===== src/rtl/frog_collide.sv =====
// Frog movement, collision detection, lives and respawn control for the lane game.
// Consumes every lane's occupancy row and drives the shared hit line that freezes the lanes.
module frog_collide #(
  parameter int LANES     = 6,
  parameter int LIVES     = 3,
  parameter int RESPAWN   = 255,
  parameter int START_COL = 7
) (
  input  logic                        clk,
  input  logic                        reset,
  input  logic                        btn_up,
  input  logic                        btn_down,
  input  logic                        btn_left,
  input  logic                        btn_right,
  input  logic [LANES*16-1:0]         lane_rows,
  output logic [$clog2(LANES+2)-1:0]  frog_row,
  output logic [3:0]                  frog_col,
  output logic [1:0]                  lives,
  output logic                        dead,
  output logic                        win,
  output logic                        hit
);

  localparam int RW = $clog2(LANES + 2);
  localparam int CW = $clog2(RESPAWN + 1);

  typedef enum logic [1:0] {S_PLAY, S_DEAD, S_OVER, S_WIN} state_t;

  state_t          r_state;
  logic [3:0]      r_sync1;
  logic [3:0]      r_sync2;
  logic [3:0]      r_prev;
  logic [RW-1:0]   r_row;
  logic [3:0]      r_col;
  logic [1:0]      r_lives;
  logic [CW-1:0]   r_cnt;

  logic [3:0]      w_edge;
  logic [15:0]     w_row_bits;
  logic            w_coll;

  // Button vectors are packed {up, down, left, right}
  assign w_edge = r_sync2 & ~r_prev;

  // Rows 0 and LANES+1 select no lane, so they can never collide
  always_comb begin
    w_row_bits = '0;
    for (int unsigned r = 0; r < LANES; r++) begin
      if (r_row == RW'(r + 1)) w_row_bits = lane_rows[r*16 +: 16];
    end
  end

  assign w_coll = (r_state == S_PLAY) && w_row_bits[4'd15 - r_col];

  always_ff @(posedge clk or posedge reset) begin
    if (reset) begin
      r_sync1 <= '0;
      r_sync2 <= '0;
      r_prev  <= '0;
      r_state <= S_PLAY;
      r_row   <= '0;
      r_col   <= 4'(START_COL);
      r_lives <= 2'(LIVES);
      r_cnt   <= '0;
    end else begin
      r_sync1 <= {btn_up, btn_down, btn_left, btn_right};
      r_sync2 <= r_sync1;
      r_prev  <= r_sync2;
      case (r_state)
        S_PLAY: begin
          if (w_coll) begin
            if (r_lives > 2'd1) begin
              r_lives <= r_lives - 2'd1;
              r_state <= S_DEAD;
              r_cnt   <= CW'(RESPAWN - 1);
            end else begin
              r_lives <= '0;
              r_state <= S_OVER;
            end
          end else if (w_edge[3]) begin
            if (r_row == RW'(LANES)) begin
              r_row   <= RW'(LANES + 1);
              r_state <= S_WIN;
            end else begin
              r_row <= r_row + 1'b1;
            end
          end else if (w_edge[2]) begin
            if (r_row != '0) r_row <= r_row - 1'b1;
          end else if (w_edge[1]) begin
            if (r_col != 4'd0) r_col <= r_col - 4'd1;
          end else if (w_edge[0]) begin
            if (r_col != 4'd15) r_col <= r_col + 4'd1;
          end
        end
        S_DEAD: begin
          if (r_cnt == '0) begin
            r_state <= S_PLAY;
            r_row   <= '0;
            r_col   <= 4'(START_COL);
          end else begin
            r_cnt <= r_cnt - 1'b1;
          end
        end
        default: ;
      endcase
    end
  end

  assign frog_row = r_row;
  assign frog_col = r_col;
  assign lives    = r_lives;
  assign dead     = (r_state == S_DEAD);
  assign win      = (r_state == S_WIN);
  assign hit      = (r_state == S_OVER);

endmodule


===== config.mk =====
export PLATFORM = sky130hd
export DESIGN_NAME = frog_collide
export DESIGN_NICKNAME = d
export VERILOG_FILES = /design/src/rtl/frog_collide.sv
export SDC_FILE = /design/constraint.sdc
export NUM_CORES = 1
export LEC_CHECK = 0
export CORE_UTILIZATION = 30
export DETAILED_ROUTE_END_ITERATION = 7
export HOLD_SLACK_MARGIN = 0.08
export PLACE_DENSITY_LB_ADDON = 0.3
export SYNTH_ARGS = -nofsm -noshare
export SYNTH_HDL_FRONTEND = slang
export SYNTH_SLANG_ARGS = --single-unit

===== constraint.sdc =====
create_clock -name clk -period 5.6 [get_ports clk]
set_input_delay 1.12 -clock clk [delete_from_list [all_inputs] [get_ports clk]]
set_output_delay 1.12 -clock clk [all_outputs]
set_load 0.01 [all_outputs]

======== Word level (Yosys, flattened, before mapping) ========
Index checks and enable logic that the tools add are counted.
operators by class
  add/sub/neg operators ................... 7
  multiply operators ...................... 0
  div/mod/pow operators ................... 0
  magnitude comparators ................... 2
  equality and inequality tests ........... 24
  shifts and indexed selects .............. 0
  multiplexer cells ....................... 35
  bitwise gates (word level) .............. 2
  reduce and logical (&&, ||, !) cells .... 11
operator list
  operator                                                                count
  16-bit 2-to-1 mux                                                       6
  4-bit 2-to-1 mux                                                        8
  8-bit 2-to-1 mux                                                        3
  3-bit 2-to-1 mux                                                        6
  8-bit case mux with 2 select lines                                      1
  2-bit 2-to-1 mux                                                        6
  3-bit != test (second input constant)                                   4
  2-bit != test (second input constant)                                   5
  3-bit equality test (second input constant)                             3
  3-bit by 2-bit != test with 1-bit output (second input constant)        3
  8-bit logical NOT                                                       1
  4-bit case mux with 2 select lines                                      1
  4-bit AND reduction                                                     2
  8-bit AND reduction                                                     1
  8-bit by 1-bit subtractor with 8-bit output (second input constant)     1
  3-bit by 2-bit equality test with 1-bit output (second input constant)  2
  3-bit case mux with 2 select lines                                      1
  4-bit by 5-bit < comparator with 1-bit output (second input constant)   1
  5-bit AND reduction                                                     1
  4-bit by 1-bit adder with 4-bit output (second input constant)          1
  4-bit AND                                                               1
  1-bit binary-select mux with 4-bit select                               1
  2-bit equality test (second input constant)                             2
  2-bit by 1-bit != test with 1-bit output (second input constant)        2
  18 further kinds                                                        18
word-level totals
  bits in registers ....................... 31
  latch bits .............................. 0
  bits in writable memories ............... 0
  memory bits (read-only) ................. 0
  memories kept ........................... 0

======== Logic depth before layout (Yosys ltp) ========
Gate-level depths: netlist of the first run.
  depth after elaboration ................. 12
  mapped depth ............................ 14

======== Worst setup path after synthesis of the first run ========
OpenSTA, ideal clock, no wires.
  kind .................................... register to register
  start ................................... register r_row[2] (netlist: frog_row[2])
  end ..................................... register r_state[0]
  arrival time ............................ 2.898 ns
  setup slack ............................. 2.581 ns
  stages on the path, launching flop included .. 14
  buffers on the path ..................... 3
  cells stage by stage .................... dfrtp_1 inv_1 clkbuf_1 ha_1 buf_4 buf_2 a21oi_1 a222oi_1 o22ai_1 a22oi_1 o22ai_1 o21ai_2 mux2_1 a22o_1
on the way
  cells in the longest elaborated chain, start to end .. 12
RTL lines
  item                                                                                               RTL line  source
  start, declared                                                                                    33        logic [RW-1:0] r_row;
  start signal, assigned                                                                             82        r_row <= RW'(LANES + 1);
  start signal, assigned                                                                             85        r_row <= r_row + 1'b1;
  start signal, assigned                                                                             88        if (r_row != '0) r_row <= r_row - 1'b1;
  3-bit by 1-bit equality test with 1-bit output                                                     49        if (r_row == RW'(r + 1)) w_row_bits = lane_rows[r*16 +: 16];
  16-bit 2-to-1 mux (6 in series)                                                                    49
  1-bit binary-select mux with 4-bit select                                                          53        assign w_coll = (r_state == S_PLAY) && w_row_bits[4'd15 - r_col];
  1-bit 2-to-1 mux (implied by the code)                                                             53
  1-bit logical AND                                                                                  53
  3-bit != test (no source line) / 2-bit 2-to-1 mux (equally long branches)                          --
  4-bit AND reduction (no source line) / 2-bit case mux with 2 select lines (equally long branches)  --
  end signal, assigned                                                                               60        r_state <= S_PLAY;
  end signal, assigned                                                                               74        r_state <= S_DEAD;
  end signal, assigned                                                                               78        r_state <= S_OVER;
  end, declared                                                                                      29        state_t r_state;
Parallel ways exist; a longest one is shown, timed or not. The select of a mux whose other input is x is not followed.
A chain may end at the register's enable or synchronous reset.

======== Final worst setup path of the first run ========
Ends and elaborated chain as after synthesis.

==> results.json, run 1 <==
{
  "drv_slew": 0,
  "design.die.area_um2": 10200,
  "synthCells": 362,
  "layout-drive-gt1-share_pct": 7.24,
  "clk_latency_ps": 290,
  "rsz0062_at_grt": "false",
  "cts_hold_buffers": 0,
  "tightestPinTransition_ps": 1000,
  "relSlewSlack_pct": 33.1,
  "avgSynthCellArea_um2": 8.11,
  "antenna_found_initial": 0,
  "path_max_fanout": 29,
  "status": "finished clean",
  "ys_ff_latch": 31,
  "post_cts.repair.setup_buffers": 0,
  "synth_common_cells": "nand2_1, a21oi_1, dfrtp_1",
  "endpoint_kind": "flip-flop",
  "start_util_pct": 31.3,
  "rrSetupSlack_ps": 1450,
  "required_ps": 5780,
  "synth_area_um2": 2930,
  "ir_worst_vdd_mv": 0.173,
  "drt-initial-drc-count": 132,
  "ctsResizeCount": 0,
  "maxCapViolCount": 0,
  "antenna_cells": 0,
  "tritoncts": "done",
  "min-delay-start": "r_sync1[2]",
  "synth_ff_type": "dfrtp_1",
  "root_buffer": "clkbuf_8",
  "synth_edf_count": 0,
  "async_reset_ff_share_pct": 100,
  "r2r_cells": 10,
  "synth_top_cell_by_area": "dfrtp_1",
  "critPathArrivalTime_ps": 4330,
  "critPathLaunchType": "flip-flop",
  "dr.pass1.iters": 4,
  "drc_errors": 0,
  "drt-total-wl_um": 10000,
  "grt_pass1_vias": 3054,
  "grt_pass1_wl_um": 15400,
  "synth_warnings": 0,
  "p_total_uw": 1020,
  "r2r-end": "r_state[0]",
  "htreeDepth": 2,
  "rr_startpoint": "frog_row[2]",
  "cts_max_path_buffers": 2,
  "port_buffers": 113,
  "ys_top_cells_by_area": "dfrtp_1, nand2_1, a21oi_1, dfstp_2, ha_1",
  "syn_nets": 475,
  "dp_hpwl_um": 7480,
  "grt_max_degree": 63,
  "antenna_left": 0,
  "die_w_um": 101,
  "track_usage_pct": 19.4,
  "wl_per_cell_um": 17.1,
  "vias_per_cell": 5.40,
  "p_per_area_nw_per_um2": 246,
  "holdCritPathClass": "reg -> reg",
  "critPathKind": "reg -> reg",
  "hold_depth": 0,
  "p_leak_uw": 0.00151,
  "max_clock_freq_mhz": 241,
  "period_needed_ps": 4150,
  "gp_congestion": 0.875,
  "io_pins": 114,
  "num_rows": 35,
  "via_count": 3161,
  "overflow": 0,
  "period_share_pct": 74.1,
  "skew_ps": 5.01,
  "synth_cell_types": 78,
  "die_h_um": 101,
  "cts.clk_slew.worst_paths_ps": 70,
  "yosysTopAreaCellShare_pct": 22.2,
  "finalHoldViolCount": 0,
  "numCtsBuffers": 5,
  "yosys.cell_count.top_type": "nand2_1",
  "setup_viol": 0,
  "clock_sinks": 31,
  "fin_tns_setup_ps": 0,
  "holdPathEnd": "r_sync2[2]",
  "core_um2": 9370,
  "nets": 568,
  "area_growth_pct": 41.9,
  "ys_seq_area_share_pct": 26.7
}
cells in the final DEF (no fill, tap or decap), types with 5 or more instances in the layout:
cell / netlist / final
clkbuf_8: 0 / 5
nand2_1: 47 / 47
nor2_1: 18 / 18
dfrtp_1: 26 / 26
o21ai_1: 6 / 6
nor2b_1: 9 / 9
nor3b_1: 6 / 6
o211ai_1: 5 / 5
nand3b_1: 9 / 9
o21ai_0: 16 / 16
dfstp_2: 5 / 5
a221oi_1: 6 / 6
clkdlybuf4s50_1: 0 / 113
a21oi_1: 31 / 31
ha_1: 10 / 9
inv_1: 23 / 23
nand2b_1: 8 / 8
o22ai_1: 6 / 6
worst max-delay path, cell delays in order, from the launching register on:
cell       delay [ps]
dfrtp_1           370
inv_1             370
ha_1              890
inv_1             380
a2111oi_2         370
o22ai_1           120
a22oi_1           190
o22ai_1           130
o21ai_2           580
mux2_1            390
a22o_1            230
state kept, by name, indices dropped and copies added, names as in the netlist:
signal,flops
r_cnt,8
frog_col,4
r_prev,4
r_sync1,4
r_sync2,4
frog_row,3
lives,2
r_state,2
kinds of logic (layout without fill, tap and decap cells):
group	count (synthesis)	in the layout	synth area share (%)
compound gates	129	129	32.2
xor+xnor	7	7	2.09
fa+ha+maj	11	11	4.95
buf+inv	54	148	9.17
flops	31	31	26.7
mux	6	6	2.52
simple gates	124	124	22.4
worst max-delay path by stage:
| stage | cells after the start | endpoint | slack, ps | from |
|---|---|---|---|---|
| 2_1_floorplan | 13 | r_state[0] | 2580 | frog_row[2] |
| 3_3_place_gp | 10 | r_state[0] | 1620 | frog_row[2] |
| 3_5_place_dp | 10 | r_state[0] | 1450 | frog_row[2] |
| 4_1_cts | 10 | r_state[0] | 1440 | frog_row[2] |
| 5_1_grt | 10 | r_state[0] | 1020 | frog_row[2] |
| 6_report | 10 | r_state[0] | 1450 | frog_row[2] |
routing by layer:
layer	GRT usage, %	vias up	routed length (µm)
met5	0	-	0
met3	3.95	23	982
li1	-	1515	-
met1	24.4	1470	4290
met2	32.3	153	4430
met4	7.69	0	299
area by class of cell:
class                      instances  area, µm²
clock inverter                     3       20.0
clock buffer                       5       68.8
tap                              129        161
sequential                        31        782
fill                             943       5210
timing repair buffer             116       1150
inverter                          24       92.6
multi-input combinational        277       1890
power by group:
| group | switching (µW) | internal (µW) | total (µW) |
|---|---|---|---|
| logic | 290 | 250 | 540 |
| clock network | 89.2 | 86.3 | 175 |
| registers | 47.5 | 262 | 309 |
per-stage QoR:
stage	instances	cell area [µm²]	hold WS, ps	setup slack, ps	utilization (%)
after CTS	585	4160	351	1440	44.4
after floorplan	362	2930	331	2580	-
final	585	4160	350	1450	44.4
after detailed placement	577	4080	335	1450	43.5
after global placement	577	4080	333	1620	43.5
after global routing	585	4160	360	1020	44.4
No activity file was read; power rests on OpenSTA's default activity.
==> inputs of run 2 (changes only) <==
clock period = 3.85 ns   (was 5.6 ns; I/O delays follow)
==> run 2 against run 1 <==
  * Power grew 47%
  * Critical path type unchanged
  * Sequential share of layout area shrank 0.20 points
  * Largest power group unchanged
  * Clock power grew 42%
  * Critical endpoint is now frog_row[1]
  * Via count grew 2.0%
  * Setup slack lost 980 ps
  * Global-route usage grew 0.59 points
  * Cell count grew 1.0%
  * Non-clock buffer count grew 6
  * First-iteration DRC count shrank 1.5%
  * Wire length grew 2.0%
  * Core utilization grew 0.48 points
==> results.json, run 2 (same netlist as run 1, synthesis figures left out) <==
{
  "cts_hold_buffers": 0,
  "die_h_um": 101,
  "hold_depth": 0,
  "cts_max_path_buffers": 2,
  "antenna_found_initial": 0,
  "grt_use_met1_pct": 24.5,
  "numCtsBuffers": 5,
  "rr_startpoint": "frog_row[1]",
  "maxCapViolCount": 0,
  "track_usage_pct": 20.0,
  "final_util_pct": 44.9,
  "layout-drive-gt1-share_pct": 8.44,
  "grt_pass1_vias": 3182,
  "vias_per_cell": 5.46,
  "busiest_layer": "met2",
  "final_cell_mix": "clkdlybuf4s50_1, nand2_1, a21oi_1",
  "gp_congestion": 0.927,
  "ctsResizeCount": 0,
  "clock_sinks": 31,
  "endpoint_kind": "flip-flop",
  "status": "finished clean",
  "num_rows": 35,
  "critPathArrivalTime_ps": 3580,
  "grt_pass1_wl_um": 15700,
  "r2r_cells": 11,
  "skew_ps": 4.30,
  "via_count": 3224,
  "period_share_pct": 87.9,
  "r2r-end": "frog_row[1]",
  "seq_area_um2": 782,
  "wl_per_cell_um": 17.3,
  "port_buffers": 113,
  "core_um2": 9370,
  "dp_hpwl_um": 7770,
  "tritoncts": "done",
  "period_needed_ps": 3380,
  "max_clock_freq_mhz": 296,
  "path_max_fanout": 18,
  "ir_worst_vdd_mv": 0.384,
  "design.die.area_um2": 10200,
  "min-delay-start": "r_sync1[1]",
  "critPathKind": "reg -> reg",
  "drv_slew": 0,
  "multi_input_area_um2": 1890,
  "holdPathEnd": "r_sync2[1]",
  "finalHoldViolCount": 0,
  "tightestPinTransition_ps": 746,
  "critPathLaunchType": "flip-flop",
  "grt_util_met2_pct": 32.5,
  "clk_latency_ps": 280,
  "grt_max_degree": 38,
  "p_per_area_nw_per_um2": 357,
  "antenna_cells": 0,
  "overflow": 0,
  "holdCritPathClass": "reg -> reg",
  "fin_tns_setup_ps": 0,
  "antenna_left": 0,
  "die_w_um": 101,
  "p_leak_uw": 0.00154,
  "post_cts.repair.setup_buffers": 0,
  "cts.clk_slew.worst_paths_ps": 70,
  "htreeDepth": 2,
  "layout_commonest_cell": "clkdlybuf4s50_1",
  "drt-total-wl_um": 10200,
  "start_util_pct": 31.3,
  "area_growth_pct": 43.5,
  "relSlewSlack_pct": 50.2,
  "largest_register": "r_cnt",
  "rsz0062_at_grt": "false",
  "io_pins": 114,
  "drt-initial-drc-count": 130,
  "drc_errors": 0,
  "required_ps": 4050,
  "setup_viol": 0,
  "largest_reg_flops": 8,
  "num-fill-cells": 946,
  "nets": 574,
  "met3_usage_pct": 4.72,
  "rrSetupSlack_ps": 470,
  "dr.pass1.iters": 4,
  "root_buffer": "clkbuf_8"
}
==> run 2: changes by cell type in the layout (fill, tap and decap cells not counted), sizes merged <==
cell  delta
buf      +6
==> run 2: metal layers <==
layer	up-vias	part of all wire [%]
met5	-	0
met4	0	4.0
met3	26	9.2
met2	157	44
met1	1512	43
li1	1529	-
==> run 2: worst max-delay path: stages (launching register included) <==
cell and delay, ps:
dfrtp_1 450, inv_1 130, ha_1 570, or2b_1 280
mux4_2 500, o211ai_2 150, a211oi_1 70, a31oi_2 170
o21ai_2 100, buf_4 200, or4_4 520, o221ai_2 150
==> run 2: cell type report <==
| class | count | area share (%) |
|---|---|---|
| multi-input cells | 277 | 44.8 |
| repair buffers | 122 | 28.5 |
| flip-flops and latches | 31 | 18.6 |
| well taps | 129 | 3.83 |
| inverters | 24 | 2.20 |
| clock buffers | 5 | 1.63 |
| clock inverters | 3 | 0.476 |
==> run 2: worst max-delay path by stage <==
| stage | start | to | slack [ps] | depth (start not counted) |
|---|---|---|---|---|
| 6_report | frog_row[1] | frog_row[1] | 470 | 11 |
| 5_1_grt | frog_row[1] | frog_row[2] | 170 | 12 |
| 4_1_cts | frog_row[1] | frog_row[1] | 460 | 11 |
| 3_5_place_dp | frog_row[1] | frog_row[1] | 480 | 11 |
| 3_3_place_gp | lane_rows[68] | frog_row[1] | 530 | 10 |
| 2_1_floorplan | frog_row[2] | r_state[0] | 830 | 13 |
==> run 2: metrics by stage <==
step	area [µm²]	hold slack, ps	cells	total power (µW)	setup WS (ps)
detailed placement	4120	336	583	1250	483
floorplan	2930	331	362	970	831
CTS	4210	351	591	1510	462
global placement	4120	333	583	1240	526
global route	4210	361	591	1620	167
finish	4210	348	591	1500	467
==> run 2: power breakdown <==
group          switching, µW  total (µW)  internal, µW  leakage (µW)
Clock                    124         249           125     0.0000402
Combinational            426         805           379       0.00118
Sequential              69.8         451           381      0.000326
Total                    619        1500           885       0.00154
